$ cat src/rtl/mult_pkg.sv
// rtl/mult_pkg.sv - shared widths, FSM states and Booth op codes for the multiplier
package mult_pkg;

  localparam int WIDTH = 8;
  localparam int ITER  = WIDTH;
  localparam logic [3:0] LAST_COUNT = 4'(ITER - 1);

  typedef enum logic {ST_IDLE, ST_RUN} state_t;

  typedef enum logic [1:0] {OP_NOP, OP_ADD, OP_SUB} op_t;

  // Radix-2 Booth recoding of the current multiplier bit pair {Q[0], q_1}.
  function automatic op_t booth_op(input logic q0, input logic q_1);
    case ({q0, q_1})
      2'b01:   return OP_ADD;
      2'b10:   return OP_SUB;
      default: return OP_NOP;
    endcase
  endfunction

endpackage

$ cat src/rtl/add_sub_8bit.sv
// rtl/add_sub_8bit.sv - 8-bit two's complement adder/subtractor with signed overflow flag
module add_sub_8bit (
  input  logic [7:0] a,
  input  logic [7:0] b,
  input  logic       m,
  output logic [7:0] s,
  output logic       ovr
);

  logic [7:0] b_eff;

  // m doubles as the carry-in so a - b = a + ~b + 1.
  assign b_eff = b ^ {8{m}};
  assign s     = a + b_eff + {7'd0, m};
  assign ovr   = (a[7] == b_eff[7]) && (s[7] != a[7]);

endmodule

$ cat src/rtl/booth_mult_8bit.sv
// rtl/booth_mult_8bit.sv - sequential radix-2 Booth multiplier, signed 8x8 -> 16
module booth_mult_8bit
  import mult_pkg::*;
(
  input  logic               clk,
  input  logic               rst,
  input  logic               start,
  input  logic [WIDTH-1:0]   multiplicand,
  input  logic [WIDTH-1:0]   multiplier,
  output logic               busy,
  output logic               done,
  output logic [2*WIDTH-1:0] product
);

  state_t           state;
  logic [WIDTH-1:0] a_reg;
  logic [WIDTH-1:0] q_reg;
  logic             q_1;
  logic [WIDTH-1:0] m_reg;
  logic [3:0]       count;

  op_t              op;
  logic [WIDTH-1:0] sum;
  logic             ovr;
  logic [WIDTH-1:0] a_next;
  logic             sign_in;
  logic [WIDTH-1:0] a_shift;
  logic [WIDTH-1:0] q_shift;

  assign op = booth_op(q_reg[0], q_1);

  add_sub_8bit u_add_sub (
    .a   (a_reg),
    .b   (m_reg),
    .m   (op == OP_SUB),
    .s   (sum),
    .ovr (ovr)
  );

  // On overflow the true 9-bit result's sign is s[7]^ovr; shifting that in keeps -128 cases exact.
  always_comb begin
    a_next  = a_reg;
    sign_in = a_reg[WIDTH-1];
    if (op != OP_NOP) begin
      a_next  = sum;
      sign_in = sum[WIDTH-1] ^ ovr;
    end
    a_shift = {sign_in, a_next[WIDTH-1:1]};
    q_shift = {a_next[0], q_reg[WIDTH-1:1]};
  end

  always_ff @(posedge clk or posedge rst) begin
    if (rst) begin
      state   <= ST_IDLE;
      a_reg   <= '0;
      q_reg   <= '0;
      q_1     <= 1'b0;
      m_reg   <= '0;
      count   <= '0;
      busy    <= 1'b0;
      done    <= 1'b0;
      product <= '0;
    end else begin
      done <= 1'b0;
      case (state)
        ST_IDLE: begin
          if (start) begin
            a_reg <= '0;
            q_reg <= multiplier;
            q_1   <= 1'b0;
            m_reg <= multiplicand;
            count <= '0;
            busy  <= 1'b1;
            state <= ST_RUN;
          end
        end
        ST_RUN: begin
          a_reg <= a_shift;
          q_reg <= q_shift;
          q_1   <= q_reg[0];
          count <= count + 4'd1;
          if (count == LAST_COUNT) begin
            product <= {a_shift, q_shift};
            done    <= 1'b1;
            busy    <= 1'b0;
            state   <= ST_IDLE;
          end
        end
        default: state <= ST_IDLE;
      endcase
    end
  end

endmodule

$ cat config.mk
export PLATFORM = sky130hd
export DESIGN_NAME = booth_mult_8bit
export DESIGN_NICKNAME = d
export VERILOG_FILES = /design/src/rtl/mult_pkg.sv /design/src/rtl/add_sub_8bit.sv /design/src/rtl/booth_mult_8bit.sv
export SDC_FILE = /design/constraint.sdc
export NUM_CORES = 1
export LEC_CHECK = 0
export BUFFER_PORTS_ARGS = -buffer_cell sky130_fd_sc_hd__buf_2
export CAP_MARGIN = 20
export CELL_PAD_IN_SITES_DETAIL_PLACEMENT = 0
export CELL_PAD_IN_SITES_GLOBAL_PLACEMENT = 1
export CORE_MARGIN = 2
export CORE_UTILIZATION = 44
export CTS_CLUSTER_DIAMETER = 200
export CTS_CLUSTER_SIZE = 20
export DETAILED_ROUTE_END_ITERATION = 10
export PLACE_DENSITY = 0.75
export SETUP_SLACK_MARGIN = 0.2
export SYNTH_ARGS = -nofsm -noshare
export SYNTH_HDL_FRONTEND = slang
export SYNTH_SLANG_ARGS = --single-unit
$ cat constraint.sdc
create_clock -name clk -period 3.24 [get_ports clk]
set_input_delay 0.648 -clock clk [delete_from_list [all_inputs] [get_ports clk]]
set_output_delay 0.648 -clock clk [all_outputs]
set_load 0.03 [all_outputs]
==> summary.txt, run 1 <==
Status
  • Outcome: complete, no violations

Setup path
  • CP Max Fanout: 8
  • Critical path's largest stage delay: 0.43 ns
  • Startpoint type of the worst setup path: flop
  • Slowest CP cell: ha_1
  • Worst setup EP type: flop
  • Worst EP required: around 3.4 ns
  • Cells along the critical path: inv_1 -> ha_1 -> xor2_1 -> ha_1 -> a21oi_1 -> o22ai_2 -> a22o_1 -> nor3_1 -> o32ai_2
  • CP most frequent cell: ha_1
  • Crit path DAT: 2.82 ns
  • Setup CP Type: reg -> reg

Floorplanning
  • # rows: 27
  • Ports: 37
  • Die Y: just under 80 um
  • Core footprint: 5439 um2
  • Die X: 78.73 um
  • Die area: 6198 um2
  • Initial core utilization: between 40% and 50%

Route
  • Average wire per standard cell: around 14 um
  • Vias/cell: 5.064
  • Via Count: about 1,800
  • DR iter-0 viols: 65
  • Final WL: between 4 and 5 mm
  • Antenna Nets Post-Route: 0
  • Residual DRC: 0
  • Drt first pass iters: 6

Global route
  • Pin count of the biggest net entering global routing: 49
  • GRT overflow: 0
  • Vias in the first global route: 1,731
  • Global-route wire length before repair: 8.245 mm
  • Initial antenna violation count: 0
  • Total track usage: 17.29%

STA
  • Tmin final: 2.644 ns
  • Slew Viols, Final: 0
  • Slew HR: roughly 44%
  • Worst Clk Skew: 0.009156 ns
  • Crit share post-route: 81.60%
  • Final Setup Violations: 0
  • Max Clk Rate: 0.3782 GHz
  • Fin Setup TNS: 0 ns
  • RSZ-0062 raised after global routing: false
  • Final hold vios: 0
  • Measured slew at the worst slew-check pin: 0.8332 ns

Placement
  • GPL Wtd Cong: between 0.8 and 0.9
  • Final HPWL DP: 3.421 mm
  • Port bufs: 36

CTS
  • CTS resizes: 0
  • CTS buffer count: 5
  • CTS root buffer: clkbuf_8
  • Clk Latency, worst-skew pair: 0.30 ns
  • Clock buffer depth: 2
  • Post-CTS Hold Fix Bufs: 0
  • TritonCTS clock tree: built
  • CTS clk-pin slew, worst paths: 0.09 ns
  • Postcts setup bufs: 0
  • Num Clock Sinks: 48
  • H-tree levels: 2

Layout
  • Nets: 302
  • Layout cells sized above 1: 21.90%
  • Diodes inserted: 0
  • Max reg flops: 16
  • Layout Area Growth over Synthesis: 13.65%
  • Top reg by flops: product
  • Fillcell total: around 530

Logic synthesis
  • Synth area leader: dfrtp_1
  • Syn. warnings: 0
  • Area contributors post-synth: dfrtp_1 49%, nand2_1 7.5%, ha_1 4.6%
  • Asr flop ratio synth: between 90% and 100%
  • Yosys top cell area share: 48.88%
  • Mapped Avg Cell Area: 10.24 um2
  • Yosys cell types: 48
  • Synthesized cell area: 2457 um2
  • Most frequent cell after synthesis: nand2_1
  • Post-synthesis register bit count: 48
  • Sequential element share of the synthesized area: between 40 and 50%
  • Mapped Nets: between 200 and 300
  • Post-synth top flop: dfrtp_1
  • Syn Inst Count: 240
  • Synth top cells by count: 49 x nand2_1, 48 x dfrtp_1, 14 x o21ai_1
  • Post-synth EDFFs: 0

Min path
  • Hold WC Path Type: in -> async

Job
  • Maxcap violations: 0
kinds of logic (layout without fill, tap and decap cells):
logic type / count (synthesis) / after routing / share of synthesized area, %
AO/OA/AOI/OAI: 48 / 48 / 13.54
XOR/XNOR: 11 / 11 / 3.920
adder cells (fa/ha/maj): 10 / 10 / 5.397
buffers and inverters: 23 / 57 / 3.971
flip-flops: 48 / 48 / 48.88
multiplexers: 21 / 21 / 9.623
AND/OR/NAND/NOR: 79 / 79 / 14.66
layer usage:
layer	vias up	wire [um]	GRT usage, %
li1	903	-	-
met2	26	2168	25.47
met3	6	146	3.409
met4	0	87	6.842
met5	-	0	0
met1	817	2396	25.13
worst max-delay path, delay by kind of cell (launching register included):
kind	cells	cell delay, ns
xor gates and xnor gates	1	0.20
buffers and inverters	1	0.07
adders and majority gates	2	0.74
DFF	1	0.37
AOI/OAI and AO/OA	4	0.83
and+or+nand+nor	1	0.32
layout by cell type (no fill, tap or decap), types with 7 or more instances in the layout:
cell type and n:
buf_2 36, a21oi_1 8, mux2i_1 9, inv_1 7
xor2_1 7, nand2_1 49, o21ai_1 14, ha_1 9
dfrtp_1 48
per-stage QoR:
step | hold WS (ns) | worst slack, ns | area, um2 | utilization [%] | cells
finish | 0.2116 | 0.5960 | 2793 | 51.35 | 346
global route | 0.2001 | 0.3741 | 2793 | 51.35 | 346
CTS | 0.4790 | 0.5711 | 2773 | 50.98 | 345
detailed placement | 0.4568 | 0.5856 | 2679 | 49.25 | 337
global placement | 0.4523 | 0.7034 | 2679 | 49.25 | 337
floorplan | 0.4529 | 0.9178 | 2457 | - | 240
path summary, 6_finish.rpt:
| kind | start | end | slack, ns | cells after the start |
|---|---|---|---|---|
| min in group clk | product[5]$_DFFE_PP0P_ | product[5]$_DFFE_PP0P_ | 0.47 | 2 |
| worst min-delay path | rst | product[0]$_DFFE_PP0P_ | 0.21 | 2 |
| worst max register to register | q_1$_DFFE_PP0P_ | a_reg[6]$_DFFE_PP0P_ | 0.60 | 9 |
| worst min register to register | product[5]$_DFFE_PP0P_ | product[5]$_DFFE_PP0P_ | 0.47 | 2 |
| worst max-delay path | q_1$_DFFE_PP0P_ | a_reg[6]$_DFFE_PP0P_ | 0.60 | 9 |
| max in group asynchronous | rst | m_reg[3]$_DFFE_PP0P_ | 2.59 | 3 |
final cells by class:
class | instances | area [um2] | share of cell area, %
well taps | 72 | 90.09 | 3.226
clock inverters | 1 | 7.507 | 0.2688
multi-input cells | 169 | 1159 | 41.49
repair buffers | 38 | 207.7 | 7.437
clock buffers | 7 | 86.33 | 3.091
flip-flops and latches | 48 | 1201 | 43.01
inverters | 11 | 41.29 | 1.478
Power of run 1 is not shown: default switching activity piles up to over one toggle a cycle in this logic, so the estimate is an artifact.
==> run 2: changes to the inputs <==
==> constraint.sdc (replaced) <==
create_clock -name clk -period 2.5 [get_ports clk]
set_input_delay 0.5 -clock clk [delete_from_list [all_inputs] [get_ports clk]]
set_output_delay 0.5 -clock clk [all_outputs]
set_load 0.03 [all_outputs]
==> run 2 against run 1 <==
Compared with the run above: sequential share of layout area shrank 2.3 points; clock skew grew 0.0022 ns; wire length grew 6.0%; clock-buffer cell count shrank 1; final cell count grew 3.8%; critical path depth is the same; global-route usage grew 0.74 points; cell area grew 5.7%; maximum frequency grew 12%; first-iteration DRC count grew 23%; register-to-register slack lost 0.45 ns; die area is the same; critical endpoint is now product[13]$_DFFE_PP0P_.
==> summary.txt, run 2 (synthesis results as in run 1) <==
CTS
  • Num Clock Sinks: 48 (unchanged)
  • Clock buffer depth: 2 (unchanged)
  • CTS clk-pin slew, worst paths: 0.10 ns (was 0.09 ns)
  • TritonCTS clock tree: built (unchanged)
  • Clk Latency, worst-skew pair: 0.30 ns (about the same)
  • CTS buffer count: 5 (unchanged)
  • H-tree levels: 2 (unchanged)
  • CTS root buffer: clkbuf_8 (unchanged)
  • Post-CTS Hold Fix Bufs: 0 (unchanged)

STA
  • Slew HR: 70.47% (was 44.45%)
  • Fin Setup TNS: 0 ns (unchanged)
  • Final Setup Violations: 0 (unchanged)
  • RSZ-0062 raised after global routing: true (was false)
  • Crit share post-route: 94.28% (was 81.60%)
  • Max Clk Rate: 0.4242 GHz (was 0.3782 GHz)
  • Slew Viols, Final: 0 (unchanged)
  • Worst Slack Setup Final: 0.1429 ns (was 0.5960 ns)
  • Measured slew at the worst slew-check pin: 0.4425 ns (was 0.8332 ns)
  • Final hold vios: 0 (unchanged)
  • Tmin final: 2.357 ns (was 2.644 ns)
  • Worst Clk Skew: 0.01133 ns (was 0.009156 ns)

Setup path
  • Worst EP required: 2.70 ns (was 3.41 ns)
  • Critical R2R Capture: product[13]$_DFFE_PP0P_ (was a_reg[6]$_DFFE_PP0P_)
  • R2R cell count: 9 (unchanged)
  • Reg2reg setup slack: 0.14 ns (was 0.60 ns)
  • Worst reg2reg startpoint: q_reg[0]$_DFFE_PP0P_ (was q_1$_DFFE_PP0P_)
  • Worst setup EP type: flop (unchanged)
  • Startpoint type of the worst setup path: flop (unchanged)
  • Crit path DAT: 2.56 ns (was 2.82 ns)
  • CP Max Fanout: 8 (unchanged)
  • Setup CP Type: reg -> reg (unchanged)

Route
  • Drt first pass iters: 4 (was 6)
  • Via Count: 1,799 (was 1,752)
  • Vias/cell: 5.011 (was 5.064)
  • Final WL: 5.087 mm (was 4.799 mm)
  • Average wire per standard cell: 14.17 um (was 13.87 um)
  • DR iter-0 viols: 80 (was 65)
  • Residual DRC: 0 (unchanged)
  • Antenna Nets Post-Route: 0 (unchanged)

Layout
  • Multi-input logic area: 1205 um2 (was 1159 um2)
  • Fillcell total: 512 (was 531)
  • Top reg by flops: product (unchanged)
  • Sequential cell area: 1201 um2 (unchanged)
  • Nets: 315 (was 302)
  • Max reg flops: 16 (unchanged)
  • Layout Area Growth over Synthesis: 20.11% (was 13.65%)
  • Most common cell after layout, fill and taps aside: nand2_1 (unchanged)
  • Utilization after layout: 54.27% (was 51.35%)
  • Layout cells sized above 1: 28.92% (was 21.90%)
  • Diodes inserted: 0 (unchanged)
  • Most frequent cells in the layout: 49 x nand2_1, 48 x dfrtp_1, 36 x buf_2, 15 x buf_4, 14 x o21ai_1 (was 49 x nand2_1, 48 x dfrtp_1, 36 x buf_2, 14 x o21ai_1)

Global route
  • Total track usage: 18.03% (was 17.29%)
  • Global-route wire length before repair: 8.700 mm (was 8.245 mm)
  • Vias in the first global route: 1,815 (was 1,731)
  • GRT overflow: 0 (unchanged)
  • Initial antenna violation count: 0 (unchanged)
  • Pin count of the biggest net entering global routing: 27 (was 49)

Placement
  • Port bufs: 36 (unchanged)
  • Setup WS pre-CTS: -0.06325 ns (was 0.5856 ns)
  • Final HPWL DP: 3.678 mm (was 3.421 mm)
  • GPL Wtd Cong: 0.8073 (was 0.8588)

Floorplanning
  • Ports: 37 (unchanged)
  • # rows: 27 (unchanged)
  • Die Y: 78.73 um (unchanged)
  • Core footprint: 5439 um2 (unchanged)
  • Die area: 6198 um2 (unchanged)
  • Die X: 78.73 um (unchanged)
  • Initial core utilization: 45.18% (unchanged)

Min path
  • Hold WC Path Type: in -> async (unchanged)

Job
  • Maxcap violations: 0 (unchanged)

Status
  • Outcome: complete, no violations (unchanged)
run 2: worst max path at each step:
| stage | start | endpoint | slack, ns | depth (start not counted) |
|---|---|---|---|---|
| after floorplan | q_reg[0]$_DFFE_PP0P_ | product[13]$_DFFE_PP0P_ | 0.23 | 10 |
| after global placement | q_1$_DFFE_PP0P_ | a_reg[6]$_DFFE_PP0P_ | 0.04 | 9 |
| after detailed placement | q_1$_DFFE_PP0P_ | product[13]$_DFFE_PP0P_ | -0.06 | 9 |
| after CTS | q_reg[0]$_DFFE_PP0P_ | a_reg[6]$_DFFE_PP0P_ | 0.18 | 8 |
| after global routing | q_1$_DFFE_PP0P_ | a_reg[6]$_DFFE_PP0P_ | -0.04 | 9 |
| final | q_reg[0]$_DFFE_PP0P_ | product[13]$_DFFE_PP0P_ | 0.14 | 9 |
run 2: worst max-delay path, stage by stage, from the launching register on:
cell and delay (ns):
dfrtp_1 0.43, ha_4 0.23, xor2_1 0.16, ha_1 0.36, buf_4 0.17, a21o_1 0.16
a21oi_2 0.20, or4_1 0.13, nand4_1 0.12, mux2_4 0.28
run 2: repair_timing:
action | CTS | global route
setup endpoints to repair | 11 | 9
pin swaps | 3 | 8
setup buffers | 3 | 2
resized for setup | 4 | 5
run 2: metrics by stage:
stage,instance area (um2),cells,hold slack (ns)
final,2952,359,0.1540
after global routing,2952,359,0.1764
after CTS,2915,357,0.1559
after detailed placement,2754,346,0.4569
after global placement,2754,346,0.4524
after floorplan,2465,240,0.4529
run 2: layer usage:
metal | vias up | part of all wire (%) | GRT usage [%]
met4 | 0 | 1.5 | 7.544
met2 | 34 | 45 | 27.95
met1 | 835 | 50 | 25.28
li1 | 923 | - | -
met5 | - | 0 | 0
met3 | 7 | 3.6 | 2.841
run 2: area by class of cell:
| type | count | share of cell area [%] |
|---|---|---|
| sequential | 48 | 40.70 |
| multi-input combinational | 169 | 40.82 |
| clock inverter | 2 | 1.314 |
| tap | 72 | 3.052 |
| timing repair buffer | 51 | 9.919 |
| inverter | 11 | 1.399 |
| clock buffer | 6 | 2.798 |
Power of run 2 is left out for the same reason.
==> run 3: changes to the inputs <==
==> constraint.sdc (replaced) <==
create_clock -name clk -period 2.24 [get_ports clk]
set_input_delay 0.448 -clock clk [delete_from_list [all_inputs] [get_ports clk]]
set_output_delay 0.448 -clock clk [all_outputs]
set_load 0.03 [all_outputs]
==> run 3 against run 2 <==
Compared with the run above: the flow now finishes with violations (negative setup slack); worst hold slack better by 0.13 ns; via count is 3.9% higher; non-clock buffer count is 9 higher; clock skew is 0.0039 ns lower; cell area is 3.7% higher; sequential share of layout area is 1.5 points lower; global-route usage is 1.1 points higher; utilization is 2.0 points higher; flip-flop and latch count stayed put; die area stayed put; critical path depth is 1 lower; critical endpoint is now a_reg[6]$_DFFE_PP0P_.
==> summary.txt, run 3 (synthesis results as in run 1) <==
Route
  • Antenna Nets Post-Route: 0 (unchanged)
  • Vias/cell: 5.079 (was 5.011)
  • Average wire per standard cell: 14.42 um (was 14.17 um)
  • DR iter-0 viols: 115 (was 80)
  • Final WL: 5.308 mm (was 5.087 mm)
  • Residual DRC: 0 (unchanged)
  • Via Count: 1,869 (was 1,799)
  • Drt first pass iters: 4 (unchanged)

STA
  • Worst Clk Skew: 0.007422 ns (was 0.01133 ns)
  • Final Setup Violations: 5 (was 0)
  • Tmin final: 2.358 ns (was 2.357 ns)
  • Slew HR: 59.84% (was 70.47%)
  • Final hold vios: 0 (unchanged)
  • Crit share post-route: 105.3% (was 94.28%)
  • Worst Slack Setup Final: -0.1178 ns (was 0.1429 ns)
  • Max Clk Rate: 0.4241 GHz (was 0.4242 GHz)
  • Measured slew at the worst slew-check pin: 0.6025 ns (was 0.4425 ns)
  • Slew Viols, Final: 0 (unchanged)
  • RSZ-0062 raised after global routing: true (unchanged)

Layout
  • Nets: 324 (was 315)
  • Diodes inserted: 0 (unchanged)
  • Most common cell after layout, fill and taps aside: nand2_1 (unchanged)
  • Max reg flops: 16 (unchanged)
  • Layout Area Growth over Synthesis: 24.59% (was 20.11%)
  • Most frequent cells in the layout: 49 x nand2_1, 48 x dfrtp_1, 36 x buf_2, 23 x buf_4, 13 x o21ai_1 (was 49 x nand2_1, 48 x dfrtp_1, 36 x buf_2, 15 x buf_4, 14 x o21ai_1)
  • Non-filler cells, final: 368 (was 359)
  • Layout cells sized above 1: 34.12% (was 28.92%)
  • Top reg by flops: product (unchanged)

CTS
  • CTS buffer count: 5 (unchanged)
  • Clk Latency, worst-skew pair: 0.30 ns (about the same)
  • H-tree levels: 2 (unchanged)
  • Clock buffer depth: 2 (unchanged)
  • TritonCTS clock tree: built (unchanged)
  • Num Clock Sinks: 48 (unchanged)
  • Post-CTS Hold Fix Bufs: 0 (unchanged)
  • CTS clk-pin slew, worst paths: 0.09 ns (was 0.10 ns)
  • CTS root buffer: clkbuf_8 (unchanged)

Setup path
  • Critical path's largest stage delay: 0.42 ns (was 0.43 ns)
  • Reg2reg setup slack: -0.12 ns (was 0.14 ns)
  • Worst reg2reg startpoint: q_reg[0]$_DFFE_PP0P_ (unchanged)
  • Critical R2R Capture: a_reg[6]$_DFFE_PP0P_ (was product[13]$_DFFE_PP0P_)
  • CP Max Fanout: 8 (unchanged)
  • Crit path DAT: 2.54 ns (was 2.56 ns)
  • Number of cells on the critical path: 8 (was 9)
  • Crit path max-delay family: compound AO/OA/AOI/OAI gates (was adder cells)
  • Slowest CP cell: dfrtp_1 (unchanged)
  • Setup CP Type: reg -> reg (unchanged)
  • R2R cell count: 8 (was 9)
  • Worst setup EP type: flop (unchanged)
  • Buf+Inv Stages, Crit Path: 0 (was 1)
  • Cells along the critical path: ha_4 -> xor2_1 -> ha_1 -> a21oi_2 -> o22ai_2 -> a2111oi_4 -> o21a_1 -> o32ai_2 (was ha_4 -> xor2_1 -> ha_1 -> buf_4 -> a21o_1 -> a21oi_2 -> or4_1 -> nand4_1 -> mux2_4)
  • Startpoint type of the worst setup path: flop (unchanged)
  • Worst EP required: 2.42 ns (was 2.70 ns)

Global route
  • Global-route wire length before repair: 9.101 mm (was 8.700 mm)
  • Total track usage: 19.15% (was 18.03%)
  • Vias in the first global route: 1,888 (was 1,815)
  • GRT overflow: 0 (unchanged)
  • Pin count of the biggest net entering global routing: 49 (was 27)
  • Initial antenna violation count: 0 (unchanged)

Placement
  • GPL Wtd Cong: 0.8005 (was 0.8073)
  • Port bufs: 36 (unchanged)
  • Final HPWL DP: 3.720 mm (was 3.678 mm)
  • Dpl cells: 353 (was 346)

Status
  • Violated checks: negative setup slack
  • Outcome: finished with violations (was complete, no violations)

Floorplanning
  • Core footprint: 5439 um2 (unchanged)
  • Die Y: 78.73 um (unchanged)
  • Die area: 6198 um2 (unchanged)
  • Initial core utilization: 45.18% (unchanged)
  • Die X: 78.73 um (unchanged)
  • Ports: 37 (unchanged)
  • # rows: 27 (unchanged)

Job
  • Maxcap violations: 0 (unchanged)

Min path
  • Hold WC Path Type: in -> async (unchanged)
==> run 3: repair_timing <==
item                       4_1_cts  5_1_grt
buffers inserted                 4        3
pin swaps                        9        9
setup endpoints to repair       16       16
resized for setup                7       10
gates cloned                     0        0
==> run 3: metrics by stage <==
step / util (%) / setup WS [ns] / hold slack [ns] / area (um2) / setup TNS (ns)
3_3_place_gp: 51.76 / -0.07195 / 0.4545 / 2815 / -0.3072
3_5_place_dp: 51.76 / -0.1608 / 0.4615 / 2815 / -0.6870
6_report: 56.29 / -0.1178 / 0.2806 / 3062 / -0.4338
5_1_grt: 56.29 / -0.2216 / 0.3298 / 3062 / -1.367
2_1_floorplan: - / 0.01030 / 0.4529 / 2474 / 0
4_1_cts: 54.89 / -0.05476 / 0.3067 / 2985 / -0.2122
==> run 3: layout make-up <==
cell class,count,area (um2)
Tap cell,72,90.09
Clock inverter,1,7.507
Clock buffer,7,86.33
Fill cell,515,2377
Inverter,11,41.29
Multi-Input combinational cell,169,1271
Timing Repair Buffer,60,364.1
Sequential cell,48,1201
==> run 3: worst max-delay path by stage <==
stage                                    start                 endpoint  slack (ns)
after floorplan           q_reg[0]$_DFFE_PP0P_     a_reg[6]$_DFFE_PP0P_        0.01
after global placement         q_1$_DFFE_PP0P_  product[14]$_DFFE_PP0P_       -0.07
after detailed placement       q_1$_DFFE_PP0P_     a_reg[6]$_DFFE_PP0P_       -0.16
after CTS                 q_reg[0]$_DFFE_PP0P_  product[13]$_DFFE_PP0P_       -0.05
after global routing           q_1$_DFFE_PP0P_     a_reg[6]$_DFFE_PP0P_       -0.22
final                     q_reg[0]$_DFFE_PP0P_     a_reg[6]$_DFFE_PP0P_       -0.12
==> run 3: worst register-to-register path: cells and delay by family (launching register included) <==
family / cells / cell delay, ns
adders and majority gates: 2 / 0.59
DFF: 1 / 0.42
AOI/OAI and AO/OA: 5 / 1.07
xor gates and xnor gates: 1 / 0.16
==> run 3: metal layers <==
layer / share of wire [%] / routed length (um) / vias to the layer above / track usage (%)
met5: 0 / 0 / - / 0
met4: 1.5 / 77 / 0 / 7.018
met3: 3.6 / 193 / 6 / 3.750
met2: 49 / 2589 / 32 / 30.43
met1: 46 / 2447 / 892 / 26.16
li1: - / - / 939 / -
Power of run 3 is left out for the same reason.
